`src/rtl/bp_update_queue.sv`:
```
// bp_update_queue
// Branch-resolution update buffer between ROB retirement and the branch
// predictor. Up to WIDTH updates per cycle are compacted into a circular
// FIFO and drained at up to OUT_WIDTH per cycle. in_ready is derived only
// from the registered occupancy; updates that do not fit are dropped and
// latch a sticky overflow flag.

module bp_update_queue #(
  parameter int WIDTH     = 3,
  parameter int OUT_WIDTH = 1,
  parameter int DEPTH     = 8,
  parameter int PC_W      = 32
) (
  input  logic                      clock,
  input  logic                      reset_n,

  input  logic [WIDTH-1:0]          in_valid,
  input  logic [WIDTH*PC_W-1:0]     in_source_pc,
  input  logic [WIDTH*PC_W-1:0]     in_target_pc,
  input  logic [WIDTH-1:0]          in_taken,
  input  logic [WIDTH-1:0]          in_correct,
  output logic                      in_ready,

  input  logic                      out_ready,
  output logic [OUT_WIDTH-1:0]      out_valid,
  output logic [OUT_WIDTH*PC_W-1:0] out_source_pc,
  output logic [OUT_WIDTH*PC_W-1:0] out_target_pc,
  output logic [OUT_WIDTH-1:0]      out_taken,
  output logic [OUT_WIDTH-1:0]      out_correct,

  output logic [$clog2(DEPTH):0]    count,
  output logic                      overflow
);

  localparam int PTR_W = $clog2(DEPTH);
  localparam int CNT_W = PTR_W + 1;

  localparam logic [CNT_W-1:0] DEPTH_C     = CNT_W'(DEPTH);
  localparam logic [CNT_W-1:0] WIDTH_C     = CNT_W'(WIDTH);
  localparam logic [CNT_W-1:0] OUT_WIDTH_C = CNT_W'(OUT_WIDTH);

  // Entry storage
  logic [PC_W-1:0]  src_q     [DEPTH];
  logic [PC_W-1:0]  src_d     [DEPTH];
  logic [PC_W-1:0]  tgt_q     [DEPTH];
  logic [PC_W-1:0]  tgt_d     [DEPTH];
  logic             taken_q   [DEPTH];
  logic             taken_d   [DEPTH];
  logic             correct_q [DEPTH];
  logic             correct_d [DEPTH];

  // Pointers, occupancy, sticky flag
  logic [PTR_W-1:0] head_q, head_d;
  logic [PTR_W-1:0] tail_q, tail_d;
  logic [CNT_W-1:0] count_q, count_d;
  logic             overflow_q, overflow_d;

  // Per-cycle bookkeeping
  logic [CNT_W-1:0] free_cnt;
  logic [CNT_W-1:0] n_in;
  logic [CNT_W-1:0] n_avail;
  logic [CNT_W-1:0] n_out;
  logic             drop;
  logic [PTR_W-1:0] wr_idx;
  logic [PTR_W-1:0] rd_idx;

  // Free space seen by the retire side; same-cycle dequeue is deliberately
  // ignored so in_ready never depends on out_ready.
  assign free_cnt = DEPTH_C - count_q;
  assign in_ready = (free_cnt >= WIDTH_C);

  assign count    = count_q;
  assign overflow = overflow_q;

  // Compact valid lanes in ascending order and write them at tail onward;
  // lanes beyond the free space are dropped.
  always_comb begin
    src_d     = src_q;
    tgt_d     = tgt_q;
    taken_d   = taken_q;
    correct_d = correct_q;
    n_in      = '0;
    drop      = 1'b0;
    wr_idx    = tail_q;
    for (int i = 0; i < WIDTH; i++) begin
      if (in_valid[i]) begin
        if (n_in < free_cnt) begin
          wr_idx            = tail_q + PTR_W'(n_in);
          src_d[wr_idx]     = in_source_pc[i*PC_W +: PC_W];
          tgt_d[wr_idx]     = in_target_pc[i*PC_W +: PC_W];
          taken_d[wr_idx]   = in_taken[i];
          correct_d[wr_idx] = in_correct[i];
          n_in              = n_in + CNT_W'(1);
        end else begin
          drop = 1'b1;
        end
      end
    end
  end

  // Present the oldest min(count, OUT_WIDTH) entries; invalid lanes are zero.
  always_comb begin
    out_valid     = '0;
    out_source_pc = '0;
    out_target_pc = '0;
    out_taken     = '0;
    out_correct   = '0;
    rd_idx        = head_q;
    n_avail       = (count_q < OUT_WIDTH_C) ? count_q : OUT_WIDTH_C;
    for (int i = 0; i < OUT_WIDTH; i++) begin
      if (CNT_W'(i) < n_avail) begin
        rd_idx                         = head_q + PTR_W'(i);
        out_valid[i]                   = 1'b1;
        out_source_pc[i*PC_W +: PC_W]  = src_q[rd_idx];
        out_target_pc[i*PC_W +: PC_W]  = tgt_q[rd_idx];
        out_taken[i]                   = taken_q[rd_idx];
        out_correct[i]                 = correct_q[rd_idx];
      end
    end
    n_out = out_ready ? n_avail : '0;
  end

  // Advance pointers and occupancy; overflow only ever sets.
  always_comb begin
    head_d     = head_q + PTR_W'(n_out);
    tail_d     = tail_q + PTR_W'(n_in);
    count_d    = count_q + n_in - n_out;
    overflow_d = overflow_q | drop;
  end

  // Control registers; reset empties the queue immediately.
  always_ff @(posedge clock or negedge reset_n) begin
    if (!reset_n) begin
      head_q     <= '0;
      tail_q     <= '0;
      count_q    <= '0;
      overflow_q <= 1'b0;
    end else begin
      head_q     <= head_d;
      tail_q     <= tail_d;
      count_q    <= count_d;
      overflow_q <= overflow_d;
    end
  end

  // Entry array registers.
  always_ff @(posedge clock or negedge reset_n) begin
    if (!reset_n) begin
      for (int i = 0; i < DEPTH; i++) begin
        src_q[i]     <= '0;
        tgt_q[i]     <= '0;
        taken_q[i]   <= 1'b0;
        correct_q[i] <= 1'b0;
      end
    end else begin
      for (int i = 0; i < DEPTH; i++) begin
        src_q[i]     <= src_d[i];
        tgt_q[i]     <= tgt_d[i];
        taken_q[i]   <= taken_d[i];
        correct_q[i] <= correct_d[i];
      end
    end
  end

endmodule

```
`config.mk`:
```
export PLATFORM = sky130hd
export DESIGN_NAME = bp_update_queue
export DESIGN_NICKNAME = d
export VERILOG_FILES = /design/src/rtl/bp_update_queue.sv
export SDC_FILE = /design/constraint.sdc
export NUM_CORES = 2
export LEC_CHECK = 0
export BUFFER_PORTS_ARGS = -buffer_cell sky130_fd_sc_hd__buf_2
export CORE_MARGIN = 2
export CORE_UTILIZATION = 38
export CTS_CLUSTER_DIAMETER = 150
export CTS_CLUSTER_SIZE = 20
export DETAILED_ROUTE_END_ITERATION = 8
export PLACE_DENSITY = 0.61
export SLEW_MARGIN = 20
export SYNTH_ARGS = -nofsm -noshare
export SYNTH_HDL_FRONTEND = slang
export SYNTH_SLANG_ARGS = --single-unit
```
`constraint.sdc`:
```
create_clock -name clock -period 5.1 [get_ports clock]
set_input_delay 0.255 -clock clock [delete_from_list [all_inputs] [get_ports clock]]
set_output_delay 0.255 -clock clock [all_outputs]
set_load 0.01 [all_outputs]
```
Word level (Yosys, flattened, before mapping)
Cells that the tools add are included.
W data, S select, Z words.
{"block": "totals", "register_bits": 539, "latchBits": 0, "ramBits": 0, "rom_bits": 0, "in_bits": 204, "out_inout_bits": 73, "memories": 0}
{"block": "op_classes", "n_addsub": 9, "multipliers": 0, "div_mod_pow": 0, "n_lt_le_gt_ge": 13, "eq_ne": 0, "n_shift": 0, "mux": 79, "bitwise_logic": 5, "reduce_logical": 3}
{"cell": "$mux W256", "count": 12}
{"cell": "$bwmux W256", "count": 6}
{"cell": "$demux W32 S3", "count": 3}
{"cell": "$mux W32", "count": 9}
{"cell": "$bmux W32 S3", "count": 2}
{"cell": "$mux W8", "count": 12}
{"cell": "$bwmux W8", "count": 6}
{"cell": "$mux W4", "count": 6}
{"cell": "$mux W1", "count": 18}
{"cell": "$ge A4 B4 Y1 const B", "count": 4}
{"cell": "$lt A4 B1 Y1 const B", "count": 4}
{"cell": "$not A3 Y4", "count": 4}
{"cell": "$add A3 B3 Y3", "count": 4}
{"cell": "$demux W1 S3", "count": 3}
{"cell": "$add A4 B1 Y4 const B", "count": 2}
{"cell": "$lt A1 B4 Y1 const A", "count": 2}
{"cell": "$lt A4 B4 Y1", "count": 2}
{"cell": "$bmux W1 S3", "count": 2}
{"cell": "$add A4 B4 Y4", "count": 1}
{"cell": "$ge A4 B2 Y1 const B", "count": 1}
{"cell": "$sub A4 B4 Y4", "count": 1}
{"cell": "$sub A4 B4 Y4 const A", "count": 1}
{"cell": "$logic_and A1 B1 Y1", "count": 3}
{"cell": "$or A1 B1 Y1", "count": 1}

Logic depth before layout (Yosys ltp)
{"block": "depth", "ltp_word": 16, "mapped_depth": 20, "mapped_depth_nobuf": 18}

Worst setup path after synthesis
OpenSTA, ideal clock, no wires.
{"block": "synth_path", "kind": "register to register", "start": "reg count_q[0] (netlist: count[0])", "end": "reg src_q[31] (netlist bit)", "setup_ns": 0.078, "t_arrival_ns": 4.128, "setup_slack_ns": 0.894, "path_stages_with_launch": 18, "period_less_slack_ns": 4.206, "path_cell_list": "dfrtp_1 > buf_2 > inv_2 > ha_1 > a211oi_1 > a21oi_1 > ha_1 > mux2i_1 > inv_1 > ha_1 > inv_1 > fa_1 > inv_1 > o21ai_1 > nor2_1 > clkbuf_1 > clkbuf_1 > o2bb2ai_1"}
{"element": "from (decl)", "line": "55", "source": "logic [CNT_W-1:0] count_q, count_d;"}
{"element": "from (signal assigned)", "line": "141", "source": "count_q <= count_d;"}
{"element": "to (signal, indexed assignment)", "line": "157", "source": "src_q[i] <= src_d[i];"}
{"element": "to (decl)", "line": "43", "source": "logic [PC_W-1:0] src_q [DEPTH];"}

==> metrics.cfg <==
[status]
run_status=complete, no violations

[worst_hold_path]
worstHoldPathType=primary input to register

[synthesis]
mappedNetlistArea_um2=37800
synth_top_cell_by_area=dfrtp_1
synth-edff-count=0
yosys_register_bits=539
synth_top_area_share_pct=35.7
synth.net_count=3979
postSynthAreaPerCell_um2=10.1
post_synth_main_area_contributors=dfrtp_1, a221oi_1, o2bb2ai_1
postSynthCellCount=3756
synth.yosys.seq_area_share_pct=35.7
async_set_or_reset_register_ratio_after_synthesis_pct=100
ys.flop_type=dfrtp_1
synth.distinct_cells=48
number_of_warning_messages_in_the_yosys_log=0

[pwr]
largest_voltage_drop_on_the_vdd_net_mv=0.607
comb_power_share_pct=67.4
clock_power_share_pct=8.1
seq_power_share_pct=24.4
powerDensity_nw_per_um2=810
power.switching_fraction_pct=51.8
power_report.internal_total_mw=16.3
p_switching_mw=17.5
power.leakage_nw=17.2

[place]
portBuffers=276
placement.cell_area_um2=39900
place_ws_ps=445
hpwlAfterDp_um=90300
gp_congestion=0.822
numPlacedInstances=4739

[sta]
timing.final.max_slew_violations=0
hold_ws_ps=14.8
period_minus_slack_ps=4950
slew_headroom_pct=24.7
layout_setup_ws_ps=151
setup_viol_count_final=0
timing_hold_violations_final=0
fin_worst_skew_ps=21.5
tightest_slew_ps=1130
final.period_utilization_pct=97.0
fmax_mhz=202

[clock_network]
cts_max_level=1
clk_pin_slew_ps=100
tritoncts_clock_tree=built
cts_inserted_buffers=31
clock_tree.buffer_depth=3
number_of_clock_sinks=539
clock_tree.root_cell=clkbuf_16
skew_pair_late_insertion_delay_ps=660

[route]
first_pass_iters=5
route.detailed.drc=0
initialDrtViolationCount=5999
per_cell_via_count_in_the_routed_design=7.77
final_antenna_net_count=0
routed_wire_length_per_instance_um=36.0
vias=37971
detail_route.wirelength_um=176000

[finish]
post-route-util_pct=42.4
layout.cells.most_common_list=dfrtp_1, and3_1, o31ai_1, a221oi_1, o2bb2ai_1
nets=3802
final_common_cell=dfrtp_1
post-route-cell-area_um2=41800
post_route_cells_drive_above_1_share_pct=17.8
finalNonFillerCells=4884
area_overhead_of_the_layout_relative_to_synthesis_pct=10.6

[global_routing]
grt_start_max_net_pins=200
grt_first_pass_wirelength_um=256000
grt.total_usage_pct=32.4
grt_pass1_vias=37133
total_gr_overflow=0
antenna_found_initial=32

[worst_setup_path]
startpoint_class=register
timing.setup.critical_path_class=register to register
cp-end-kind=register
critPathArrivalTime_ps=5500
cp_slowest_stage_delay_ps=570
worstPathCellList=inv_1 > ha_1 > nand3b_1 > o41ai_4 > buf_4 > a211oi_4 > ha_1 > inv_1 > a2111oi_4 > nand2_4 > buf_12 > o31ai_1 > o2bb2ai_1 > dlygate4sd3_1
critical_path_required_ps=5650
worst_path_max_delay_cell=nand2_4
critical_path_peak_fanout=84

[floorplan]
floorplan.die_area_um2=102000
placeableCoreArea_um2=98600
die_width_um=320
initial_core_util_pct=38.4
floorplan.io_pins=277
die_height_um=320
rows=115

[flow_run]
maxCapViolCount=0

==> through the flow <==
stage	TNS, ps	power (mW)
2_1_floorplan	0	22.3
3_3_place_gp	0	29.6
3_5_place_dp	0	30.0
4_1_cts	0	32.8
5_1_grt	-47.8	35.3
6_report	0	33.9
==> layer usage <==
metal / up-vias / wire, µm / track usage (%)
met5: - / 208 / 0
met4: 34 / 6850 / 12.1
met3: 495 / 21700 / 8.27
met2: 3006 / 77500 / 48.5
met1: 19348 / 69700 / 45.0
li1: 15088 / - / -
==> power by group through the flow <==
stage	Sequential [mW]	Combinational [mW]	Clock, mW
final	8.27	22.8	2.76
after global routing	8.45	23.9	2.88
after CTS	8.23	21.8	2.76
after detailed placement	8.31	21.7	0
after global placement	8.27	21.4	0
after floorplan	7.53	14.8	0
==> final timing paths <==
kind                       cells after the start              endpoint                 start  slack [ps]
max                                           14  tgt_q[148]$_DFF_PN0_    count[1]$_DFF_PN0_         150
max reg2reg                                   14  tgt_q[148]$_DFF_PN0_    count[1]$_DFF_PN0_         150
min                                            3   src_q[12]$_DFF_PN0_      in_source_pc[44]          10
min in group asynchronous                      2  tgt_q[212]$_DFF_PN0_               reset_n         190
min reg2reg                                    2  src_q[128]$_DFF_PN0_  src_q[128]$_DFF_PN0_         580
max in group asynchronous                      3  src_q[125]$_DFF_PN0_               reset_n        3550
==> what timing repair did <==
| action | 4_1_cts | 5_1_grt |
|---|---|---|
| buffers inserted | 0 | 9 |
| hold endpoints to repair | 609 | 0 |
| resized for setup | 0 | 21 |
| hold buffers | 79 | 0 |
| setup endpoints to repair | 0 | 8 |
==> state kept, by name, summed over array words and instances, names as in the netlist <==
register	cells
src_q	256
correct_q	8
count	4
tgt_q	256
taken_q	8
overflow	1
tail_q	3
head_q	3
==> Yosys cell counts, types with 2 or more instances <==
cell type,number
a2111oi_2,2
a211oi_2,2
a21oi_1,4
a221oi_1,528
and2_1,6
and3_1,529
buf_1,145
buf_2,163
buf_4,4
clkbuf_1,386
dfrtp_1,539
fa_1,6
ha_1,13
inv_1,27
mux2i_1,68
mux4_2,132
nand2_1,14
nand2b_1,4
nand3_1,3
nor2_1,77
nor3_1,5
o211ai_1,3
o211ai_2,6
o21ai_1,2
o2bb2ai_1,528
o31ai_1,528
xnor2_1,5
xnor2_2,2
xor2_1,6
==> layout make-up <==
type,instances,area [µm²]
fill,9352,56700
multi-input combinational,2491,21800
sequential,539,13500
timing repair buffer,488,3980
tap,1287,1610
clock buffer,33,783
inverter,28,109
antenna,15,37.5
clock inverter,3,33.8
==> critical path: cells and delay by family, from the launching register on <==
family	cells	cell delay, ps
adder cells (fa/ha/maj)	2	600
AND/OR/NAND/NOR	2	780
buffers and inverters	5	1480
flip-flops	1	520
AO/OA/AOI/OAI	5	1370
==> cell families (layout without fill, tap and decap cells) <==
| group | Yosys count | count (layout) | synth area share [%] |
|---|---|---|---|
| compound gates | 1615 | 1615 | 35.8 |
| xor+xnor | 13 | 13 | 0.341 |
| fa+ha+maj | 19 | 19 | 0.748 |
| buf+inv | 726 | 552 | 7.78 |
| flops | 539 | 539 | 35.7 |
| mux | 200 | 200 | 9.66 |
| other cells | 1 | 16 | 0.00991 |
| simple gates | 643 | 643 | 10.0 |
No activity file was read; power rests on OpenSTA's default activity.
